`src/rtl/reg_scan_display.sv`:
```
// reg_scan_display: read-side sequencer for the 16x4 register bank.
// Sweeps port A through the lower half of the bank and port B through the
// upper half in lock-step, captures each pair and shows the captured
// addresses/data on a 4-digit multiplexed active-low seven-segment display.
module reg_scan_display #(
  parameter int AW      = 4,
  parameter int DW      = 4,
  parameter int DWELL   = 4,
  parameter int REFRESH = 4
) (
  input  logic          clk,
  input  logic          rst,
  input  logic          en,
  output logic [AW-1:0] addrRa,
  output logic [AW-1:0] addrRb,
  input  logic [DW-1:0] datOutRa,
  input  logic [DW-1:0] datOutRb,
  output logic          pair_valid,
  output logic          scan_done,
  output logic [6:0]    SSeg,
  output logic [3:0]    An
);

  localparam int NP = 1 << (AW - 1);
  localparam int CW = (DWELL > 1) ? $clog2(DWELL) : 1;
  localparam int RW = (REFRESH > 1) ? $clog2(REFRESH) : 1;

  localparam logic [AW-1:0] NP_A    = AW'(NP);
  localparam logic [AW-1:0] LAST_A  = AW'(NP - 1);
  localparam logic [CW-1:0] DW_LAST = CW'(DWELL - 1);
  localparam logic [RW-1:0] RF_LAST = RW'(REFRESH - 1);

  typedef enum logic [1:0] {
    S_IDLE  = 2'd0,
    S_ADDR  = 2'd1,
    S_CAPT  = 2'd2,
    S_DWELL = 2'd3
  } state_t;

  state_t        state_r;
  logic [AW-1:0] idx_r;
  logic [AW-1:0] idx_inc_s;
  logic [CW-1:0] dwell_cnt_r;
  logic [DW-1:0] cap_ra_r;
  logic [DW-1:0] cap_rb_r;
  logic [AW-1:0] cap_aa_r;
  logic [AW-1:0] cap_ab_r;
  logic [RW-1:0] ref_cnt_r;
  logic [1:0]    dsel_r;
  logic [3:0]    nib_s;
  logic [3:0]    an_s;
  logic [6:0]    seg_s;

  // Active-low hex to seven-segment decode, bit order {g,f,e,d,c,b,a}.
  function automatic logic [6:0] hex7(input logic [3:0] v);
    logic [6:0] s;
    case (v)
      4'h0:    s = 7'b1000000;
      4'h1:    s = 7'b1111001;
      4'h2:    s = 7'b0100100;
      4'h3:    s = 7'b0110000;
      4'h4:    s = 7'b0011001;
      4'h5:    s = 7'b0010010;
      4'h6:    s = 7'b0000010;
      4'h7:    s = 7'b1111000;
      4'h8:    s = 7'b0000000;
      4'h9:    s = 7'b0010000;
      4'hA:    s = 7'b0001000;
      4'hB:    s = 7'b0000011;
      4'hC:    s = 7'b1000110;
      4'hD:    s = 7'b0100001;
      4'hE:    s = 7'b0000110;
      4'hF:    s = 7'b0001110;
      default: s = 7'b1111111;
    endcase
    return s;
  endfunction

  // Next pair index; only used when idx is below the last pair, so no wrap.
  always_comb begin
    idx_inc_s = idx_r + AW'(1);
  end

  // Scan FSM: addresses are set on entry to ADDR so they are valid for the
  // whole ADDR cycle; data is latched in CAPT; pair_valid marks first DWELL.
  always_ff @(posedge clk) begin
    if (rst) begin
      state_r     <= S_IDLE;
      idx_r       <= '0;
      dwell_cnt_r <= '0;
      addrRa      <= '0;
      addrRb      <= NP_A;
      cap_ra_r    <= '0;
      cap_rb_r    <= '0;
      cap_aa_r    <= '0;
      cap_ab_r    <= '0;
      pair_valid  <= 1'b0;
      scan_done   <= 1'b0;
    end else begin
      pair_valid <= 1'b0;
      scan_done  <= 1'b0;
      case (state_r)
        S_IDLE: begin
          idx_r  <= '0;
          addrRa <= '0;
          addrRb <= NP_A;
          if (en) begin
            state_r <= S_ADDR;
          end else begin
            state_r <= S_IDLE;
          end
        end
        S_ADDR: begin
          state_r <= S_CAPT;
        end
        S_CAPT: begin
          cap_ra_r    <= datOutRa;
          cap_rb_r    <= datOutRb;
          cap_aa_r    <= addrRa;
          cap_ab_r    <= addrRb;
          dwell_cnt_r <= '0;
          pair_valid  <= 1'b1;
          scan_done   <= (idx_r == LAST_A);
          state_r     <= S_DWELL;
        end
        S_DWELL: begin
          if (dwell_cnt_r == DW_LAST) begin
            if (idx_r != LAST_A) begin
              idx_r   <= idx_inc_s;
              addrRa  <= idx_inc_s;
              addrRb  <= idx_inc_s + NP_A;
              state_r <= S_ADDR;
            end else if (en) begin
              idx_r   <= '0;
              addrRa  <= '0;
              addrRb  <= NP_A;
              state_r <= S_ADDR;
            end else begin
              idx_r   <= '0;
              addrRa  <= '0;
              addrRb  <= NP_A;
              state_r <= S_IDLE;
            end
          end else begin
            dwell_cnt_r <= dwell_cnt_r + CW'(1);
          end
        end
        default: begin
          state_r <= S_IDLE;
        end
      endcase
    end
  end

  // Digit source select and anode pattern for the current digit.
  always_comb begin
    case (dsel_r)
      2'd0:    nib_s = 4'(cap_rb_r);
      2'd1:    nib_s = 4'(cap_ab_r);
      2'd2:    nib_s = 4'(cap_ra_r);
      2'd3:    nib_s = 4'(cap_aa_r);
      default: nib_s = 4'(cap_rb_r);
    endcase
    an_s  = ~(4'b0001 << dsel_r);
    seg_s = hex7(nib_s);
  end

  // Free-running display refresh; anodes and segments register together.
  always_ff @(posedge clk) begin
    if (rst) begin
      ref_cnt_r <= '0;
      dsel_r    <= 2'd0;
      An        <= 4'b1110;
      SSeg      <= 7'b1000000;
    end else begin
      if (ref_cnt_r == RF_LAST) begin
        ref_cnt_r <= '0;
        dsel_r    <= dsel_r + 2'd1;
      end else begin
        ref_cnt_r <= ref_cnt_r + RW'(1);
      end
      An   <= an_s;
      SSeg <= seg_s;
    end
  end

endmodule

```
`config.mk`:
```
export PLATFORM = sky130hd
export DESIGN_NAME = reg_scan_display
export DESIGN_NICKNAME = d
export VERILOG_FILES = /design/src/rtl/reg_scan_display.sv
export SDC_FILE = /design/constraint.sdc
export NUM_CORES = 1
export LEC_CHECK = 0
export CORE_MARGIN = 2
export CORE_UTILIZATION = 45
export CTS_BUF_LIST = sky130_fd_sc_hd__clkbuf_4
export CTS_CLUSTER_SIZE = 10
export DETAILED_ROUTE_END_ITERATION = 10
export HOLD_SLACK_MARGIN = 0.06
export PLACE_DENSITY = 0.7
export REMOVE_ABC_BUFFERS = 1
export SETUP_SLACK_MARGIN = 0.2
export SLEW_MARGIN = 25
export SYNTH_ARGS = -nofsm -noshare
export SYNTH_HDL_FRONTEND = slang
export SYNTH_SLANG_ARGS = --single-unit
```
`constraint.sdc`:
```
create_clock -name clk -period 5.15 [get_ports clk]
set_input_delay 1.545 -clock clk [delete_from_list [all_inputs] [get_ports clk]]
set_output_delay 1.545 -clock clk [all_outputs]
set_load 0.03 [all_outputs]
```
== After elaboration in Yosys (flattened, before gate mapping) ==
Memory sizes are Yosys's and may differ from the RTL's. A register that Yosys moved wholly into a read port is not among the register bits.
Index checks and enable logic that the tools add are counted.
Storage, ports and cells
  register bits: 38
  latch bits: 0
  RAM bits: 0
  memory bits (read-only): 112
  input bits: 11
  output and inout bits: 21
  logic and storage cells: 56
  memories kept: 1
Operators by class
  $add $sub $neg: 5
  multipliers: 0
  div/mod/pow operators: 0
  magnitude comparators: 0
  equality and inequality tests: 12
  shift operators: 1
  muxes and demuxes: 14
  bitwise operators: 2
  reduce and logical (&&, ||, !) cells: 8
Memory list
  (name not given): depth 16, bits a word 7, rd ports 1, clocked after memory_dff 1, wr ports 0, RTL line 57  | case (v)
Operators by type and width (number)
  two-way mux 4 bit: 4
  case mux 4 bit (2 select lines): 2
  case mux 4 bit (4 select lines): 1
  equality test 2 bit, second input constant: 6
  case mux 2 bit (4 select lines): 1
  adder 2 x 1 -> 2 bit, second input constant: 3
  two-way mux 2 bit: 3
  adder 4 x 1 -> 4 bit, second input constant: 1
  adder 4 bit, second input constant: 1
  equality test 2 x 1 -> 1 bit, second input constant: 2
  equality test 4 x 3 -> 1 bit, second input constant: 1
  zero test 2 bit: 2
  inequality test 2 bit, second input constant: 2
  inequality test 4 x 3 -> 1 bit, second input constant: 1
  inverter 4 bit: 1
  case mux 2 bit (2 select lines): 1
  AND reduction 2 bit: 2
  nonzero test 2 bit: 2
  OR reduction 2 bit: 2
  left shift 1 x 2 -> 4 bit, first input constant: 1
  two-way mux 1 bit: 2
  inverter 1 bit: 1

== Depth between registers and ports, before layout ==
Gate-level depths: netlist (run 1).
  depth in word-level cells: 5
  depth in mapped cells: 10
  depth with buffers taken out: 9

== Worst setup path before layout (run 1) ==
Ideal clock, no wire load.
  path type: flip-flop to output port
  from: reg addrRb[0]
  to: out addrRb[0]
  arrival: 0.799 ns
  setup slack: 2.806 ns
  stages on the path, launching flop included: 2
  path buffers: 1
  path through: dfxtp_1 > buf_4
RTL lines
  start, declared: RTL line 15  | output logic [AW-1:0] addrRb,
  start signal, assigned: RTL line 131  | addrRb <= idx_inc_s + NP_A;
No word-level cell between the ends.

== Worst setup path after layout (run 1) ==
  from: reg addrRb[0]
  to: out addrRb[0]
No word-level cell between the ends.

==> impl_metrics.py, run 1 <==
metrics = {
    "outcome": {
        "status": "complete, no violations",
    },
    "worst_setup_path": {
        "worstPathArrival_ps": 1510,
        "start_kind": "flop",
        "crit_family": "buffers and inverters",
        "cp.buffers_inverters": 1,
        "cp-end-kind": "output pin",
        "crit_fanout": 7,
        "worstSetupPathType": "reg -> out",
        "cp_cell_sequence": "clkdlybuf4s50_1",
        "slowest_stage": "clkdlybuf4s50_1",
        "required_ps": 3610,
        "cpPeakStageDelay_ps": 720,
    },
    "logic_synthesis": {
        "synthFlopType": "dfxtp_1",
        "yosysWarningCount": 0,
        "yosys-top-cells-count": "39 x dfxtp_1, 26 x nor2_1, 21 x mux2i_1, 18 x ha_1, 12 x inv_1",
        "yosysMostFrequentCell": "dfxtp_1",
        "netlist_instances": 194,
        "ys_types": 38,
        "async_reset_ff_frac": 0,
        "synth.area.top_cells": "dfxtp_1 42%, ha_1 12%, mux2i_1 11%, nor2_1 5.3%, a21oi_1 2.4%",
        "syn_area_sq_um": 1854,
        "synth_seq_area_share": 0.4211,
        "synth_top_area_frac": 0.4211,
        "yosysTopAreaCell": "dfxtp_1",
        "synth-seq-cells": 39,
        "synth-edff-count": 0,
        "avgSynthCellArea_sq_um": 9.558,
    },
    "clock_network": {
        "ctsLongestPathBuffers": 2,
        "clk-insertion-delay-late_ps": 340,
        "clkSlewWorstSetupHoldPaths_ps": 110,
        "ctsHoldBuffers": 0,
        "htree_levels": 2,
        "post_cts_buffers": 0,
        "cts_tree": "done",
        "cts_resized": 0,
        "clockRootBuffer": "clkbuf_4",
        "cts_buffers": 5,
        "cts_sinks": 39,
    },
    "timing": {
        "maxSlewViolCount": 0,
        "worst_slack_ps": 2095,
        "setup_violations": 0,
        "hold_viol": 0,
        "hold_ws_ps": 435.7,
        "max_freq_mhz": 327.4,
        "slew_headroom": 0.4246,
        "skew_ps": 9.768,
        "final.setup.tns_ps": 0,
        "rsz0062_at_grt": "false",
        "period_share": 0.5932,
        "tightest_slew_ps": 863.1,
        "min_period_ps": 3055,
    },
    "grt": {
        "grt_pass1_vias": 1219,
        "grt_max_degree": 40,
        "grt_overflow": 0,
        "grt_antenna_before_repair": 0,
        "grt_first_pass_wirelength_mm": 5.195,
        "grt_usage": 0.1495,
    },
    "die": {
        "die_y_microns": 68.19,
        "die_w_microns": 68.19,
        "num_rows": 23,
        "ioPinCount": 32,
        "start_util": 0.4669,
        "die_area_sq_um": 4650,
        "coreArea_sq_um": 3971,
    },
    "final_layout": {
        "fillers": 384,
        "fin_nets": 250,
        "drive_above_1_share": 0.06306,
        "final_util": 0.5608,
        "ff_latch_area_sq_um": 780.7,
        "multi_input_area_sq_um": 955.9,
        "syn2layout_area_growth_pct": 20.11,
        "final_cells": 272,
        "antennaDiodeCount": 0,
    },
    "routing": {
        "antenna_left": 0,
        "viasPerCell": 5.070,
        "drt-wirelength-per-cell_microns": 11.60,
        "firstDrtPassIters": 4,
        "drt_iter0_drc": 65,
        "vias": 1379,
        "routed_wl_mm": 3.155,
        "drc": 0,
    },
    "place": {
        "portBuffers": 31,
        "dp_hpwl_mm": 2.307,
        "dp_slack_ps": 2266,
        "globalplace.congestion": 0.8076,
        "post-place-cells": 264,
    },
    "pwr": {
        "power.density_nw_per_um2": 363.3,
        "p_leak_nw": 0.8845,
        "peakVddDrop_uv": 158.3,
    },
    "min_path": {
        "hp-class": "reg -> reg",
    },
    "run": {
        "max_cap_violations": 0,
    },
}
## metal layers
metal  global-route usage  wire [microns]  vias to the layer above
li1                     -               -                      713
met1               0.1897            1528                      634
met2               0.2403            1451                       25
met3              0.03454             117                        7
met4              0.06750              57                        0
met5                    0               0                        -
## worst paths after layout
kind / cells after the start / startpoint / slack [ps] / end
max: 1 / addrRb[0] / 2100 / addrRb[0]
min: 1 / ref_cnt_r[0] / 440 / ref_cnt_r[0]
max reg2reg: 8 / dsel_r[0] / 2880 / SSeg[1]
min reg2reg: 1 / ref_cnt_r[0] / 440 / ref_cnt_r[0]
## state kept, by name, indices dropped and copies added, names as in the netlist, 2 cells and up
register     flops
An               4
SSeg             7
addrRb           4
cap_aa_r         4
cap_ra_r         4
cap_rb_r         4
dsel_r           2
dwell_cnt_r      2
ref_cnt_r        2
state_r          2
## through the flow
stage / cell area [sq um] / total power [mW]
after global placement: 2170 / 0.6543
after CTS: 2227 / 0.8178
after global routing: 2227 / 0.8708
after detailed placement: 2170 / 0.6595
after floorplan: 1782 / 0.5773
final: 2227 / 0.8091
## layout by cell type, fill, tap and decap left out, types with 3 or more instances in the layout
| cell type | count |
|---|---|
| dfxtp_1 | 39 |
| clkdlybuf4s50_1 | 31 |
| nor2_1 | 26 |
| mux2i_1 | 21 |
| ha_1 | 18 |
| inv_1 | 12 |
| a21oi_1 | 9 |
| o21ai_0 | 7 |
| clkbuf_4 | 7 |
| nand2b_1 | 6 |
| nand2_1 | 5 |
| o22ai_1 | 4 |
| nor2b_1 | 3 |
| a31oi_1 | 3 |
| nor3_1 | 3 |
| or2b_1 | 3 |
## report_power, final
| part | switching, mW | total, mW | internal [mW] |
|---|---|---|---|
| logic | 0.162 | 0.291 | 0.130 |
| registers | 0.0181 | 0.359 | 0.341 |
| clock network | 0.0945 | 0.158 | 0.0638 |
| total | 0.275 | 0.809 | 0.535 |
## final cells by class
class                           instances  share of cell area
Timing Repair Buffer                   33              0.1461
Clock inverter                          1            0.002247
Tap cell                               50             0.02809
Sequential cell                        39              0.3506
Inverter                               12             0.02022
Multi-Input combinational cell        130              0.4292
Clock buffer                            7             0.02360
## cell families after synthesis
family                   Yosys count  synth area share
flip-flops                        39            0.4211
buffers and inverters             25           0.06343
AND/OR/NAND/NOR                   56            0.1559
multiplexers                      22            0.1194
AO/OA/AOI/OAI                     32            0.1093
adder cells (fa/ha/maj)           18            0.1215
XOR/XNOR                           2          0.009448
Power figures use the tool's default switching activity.
==> run 2: changes to the inputs <==
- PLACE_DENSITY: 0.7 -> 0.72
- clock period: 5.15 -> 2.8 ns (I/O delays scaled with it)
==> run 2 against run 1 <==
Compared with the run above:
- clock skew decreased by 3.6 ps
- register-to-register slack got worse by 2300 ps
- sequential power rose by 84%
- largest power group unchanged
==> impl_metrics.py, run 2 (synthesized netlist as in run 1, its figures left out) <==
metrics = {
    "final_layout": {
        "drive_above_1_share": 0.07143,
        "syn2layout_area_growth_pct": 20.92,
        "fillers": 389,
        "final_cell_mix": "39 x dfxtp_1, 31 x clkdlybuf4s50_1, 26 x nor2_1",
        "layout_commonest_cell": "dfxtp_1",
        "fin_nets": 252,
        "final_cells": 274,
        "largest_register": "SSeg",
        "largest_reg_flops": 7,
        "final_cell_area_sq_um": 2242,
        "antennaDiodeCount": 0,
    },
    "routing": {
        "firstDrtPassIters": 5,
        "antenna_left": 0,
        "routed_wl_mm": 3.347,
        "drc": 0,
        "drt-wirelength-per-cell_microns": 12.22,
        "vias": 1364,
        "viasPerCell": 4.978,
        "drt_iter0_drc": 91,
    },
    "timing": {
        "final.setup.tns_ps": 0,
        "skew_ps": 6.123,
        "slew_headroom": 0.4387,
        "hold_viol": 0,
        "setup_violations": 0,
        "maxSlewViolCount": 0,
        "rsz0062_at_grt": "false",
        "max_freq_mhz": 418.9,
        "worst_slack_ps": 412.8,
        "period_share": 0.8526,
        "min_period_ps": 2387,
        "tightest_slew_ps": 818.6,
    },
    "die": {
        "ioPinCount": 32,
        "start_util": 0.4669,
        "die_y_microns": 68.19,
        "die_area_sq_um": 4650,
        "coreArea_sq_um": 3971,
        "die_w_microns": 68.19,
        "num_rows": 23,
    },
    "place": {
        "place_area_sq_um": 2185,
        "post-place-cells": 266,
        "dp_hpwl_mm": 2.458,
        "portBuffers": 31,
        "globalplace.congestion": 0.8830,
        "dp_slack_ps": 557.5,
    },
    "clock_network": {
        "cts_tree": "done",
        "cts_sinks": 39,
        "htree_levels": 2,
        "clkSlewWorstSetupHoldPaths_ps": 110,
        "clk-insertion-delay-late_ps": 360,
        "cts_buffers": 5,
        "ctsLongestPathBuffers": 2,
        "cts_resized": 0,
        "clockRootBuffer": "clkbuf_4",
        "ctsHoldBuffers": 0,
        "post_cts_buffers": 0,
    },
    "outcome": {
        "status": "complete, no violations",
    },
    "pwr": {
        "total_power_mw": 1.501,
        "p_leak_nw": 0.8902,
        "power.density_nw_per_um2": 669.6,
        "peakVddDrop_uv": 300.8,
    },
    "worst_setup_path": {
        "worstSetupPathType": "reg -> out",
        "cp.buffers_inverters": 1,
        "crit_fanout": 7,
        "required_ps": 1960,
        "cp-end-kind": "output pin",
        "worstPathArrival_ps": 1550,
        "slowest_stage": "clkdlybuf4s50_1",
        "cp_cell_sequence": "clkdlybuf4s50_1",
        "cpPeakStageDelay_ps": 720,
        "start_kind": "flop",
        "crit_family": "buffers and inverters",
    },
    "grt": {
        "grt_first_pass_wirelength_mm": 5.506,
        "grt_pass1_vias": 1207,
        "grt_max_degree": 18,
        "grt_antenna_before_repair": 0,
        "grt_usage": 0.1620,
        "grt_overflow": 0,
    },
    "min_path": {
        "hp-class": "reg -> reg",
    },
    "run": {
        "max_cap_violations": 0,
    },
}
run 2: cell types whose count changed in the layout (fill, tap and decap cells not counted), sizes merged:
| cell | change |
|---|---|
| clkbuf | -1 |
| clkinvlp | +1 |
| buf | +2 |
run 2: final timing paths:
check,from,endpoint,slack (ps),cells past startpoint
setup / recovery,addrRb[0],addrRa[0],410,1
hold / removal,ref_cnt_r[0],ref_cnt_r[0],430,1
setup reg to reg,dsel_r[0],SSeg[1],530,8
hold reg to reg,ref_cnt_r[0],ref_cnt_r[0],430,1
run 2: stage by stage:
stage | util | hold WS [ps]
final | 0.5646 | 433.9
after detailed placement | 0.5501 | 422.6
after global placement | 0.5501 | 418.6
after global routing | 0.5646 | 460.9
after floorplan | - | 400.3
after CTS | 0.5646 | 439.7
run 2: cell type report:
| class | count | area [sq um] | area share |
|---|---|---|---|
| well taps | 50 | 62.56 | 0.02790 |
| repair buffers | 35 | 340.3 | 0.1518 |
| flip-flops and latches | 39 | 780.7 | 0.3482 |
| inverters | 12 | 45.04 | 0.02009 |
| clock inverters | 2 | 12.51 | 0.005580 |
| clock buffers | 6 | 45.04 | 0.02009 |
| multi-input cells | 130 | 955.9 | 0.4263 |
run 2: layer usage:
layer	track usage	routed length, microns
met1	0.2133	1670
met2	0.2379	1477
met3	0.03947	145
met5	0	0
met4	0.09750	53
run 2: where the power goes:
part	total [mW]	internal (mW)	switching [mW]	leakage [nW]
combinational	0.544	0.242	0.302	0.542
clock	0.296	0.107	0.189	0.0317
sequential	0.662	0.628	0.0342	0.317
total	1.50	0.976	0.525	0.890
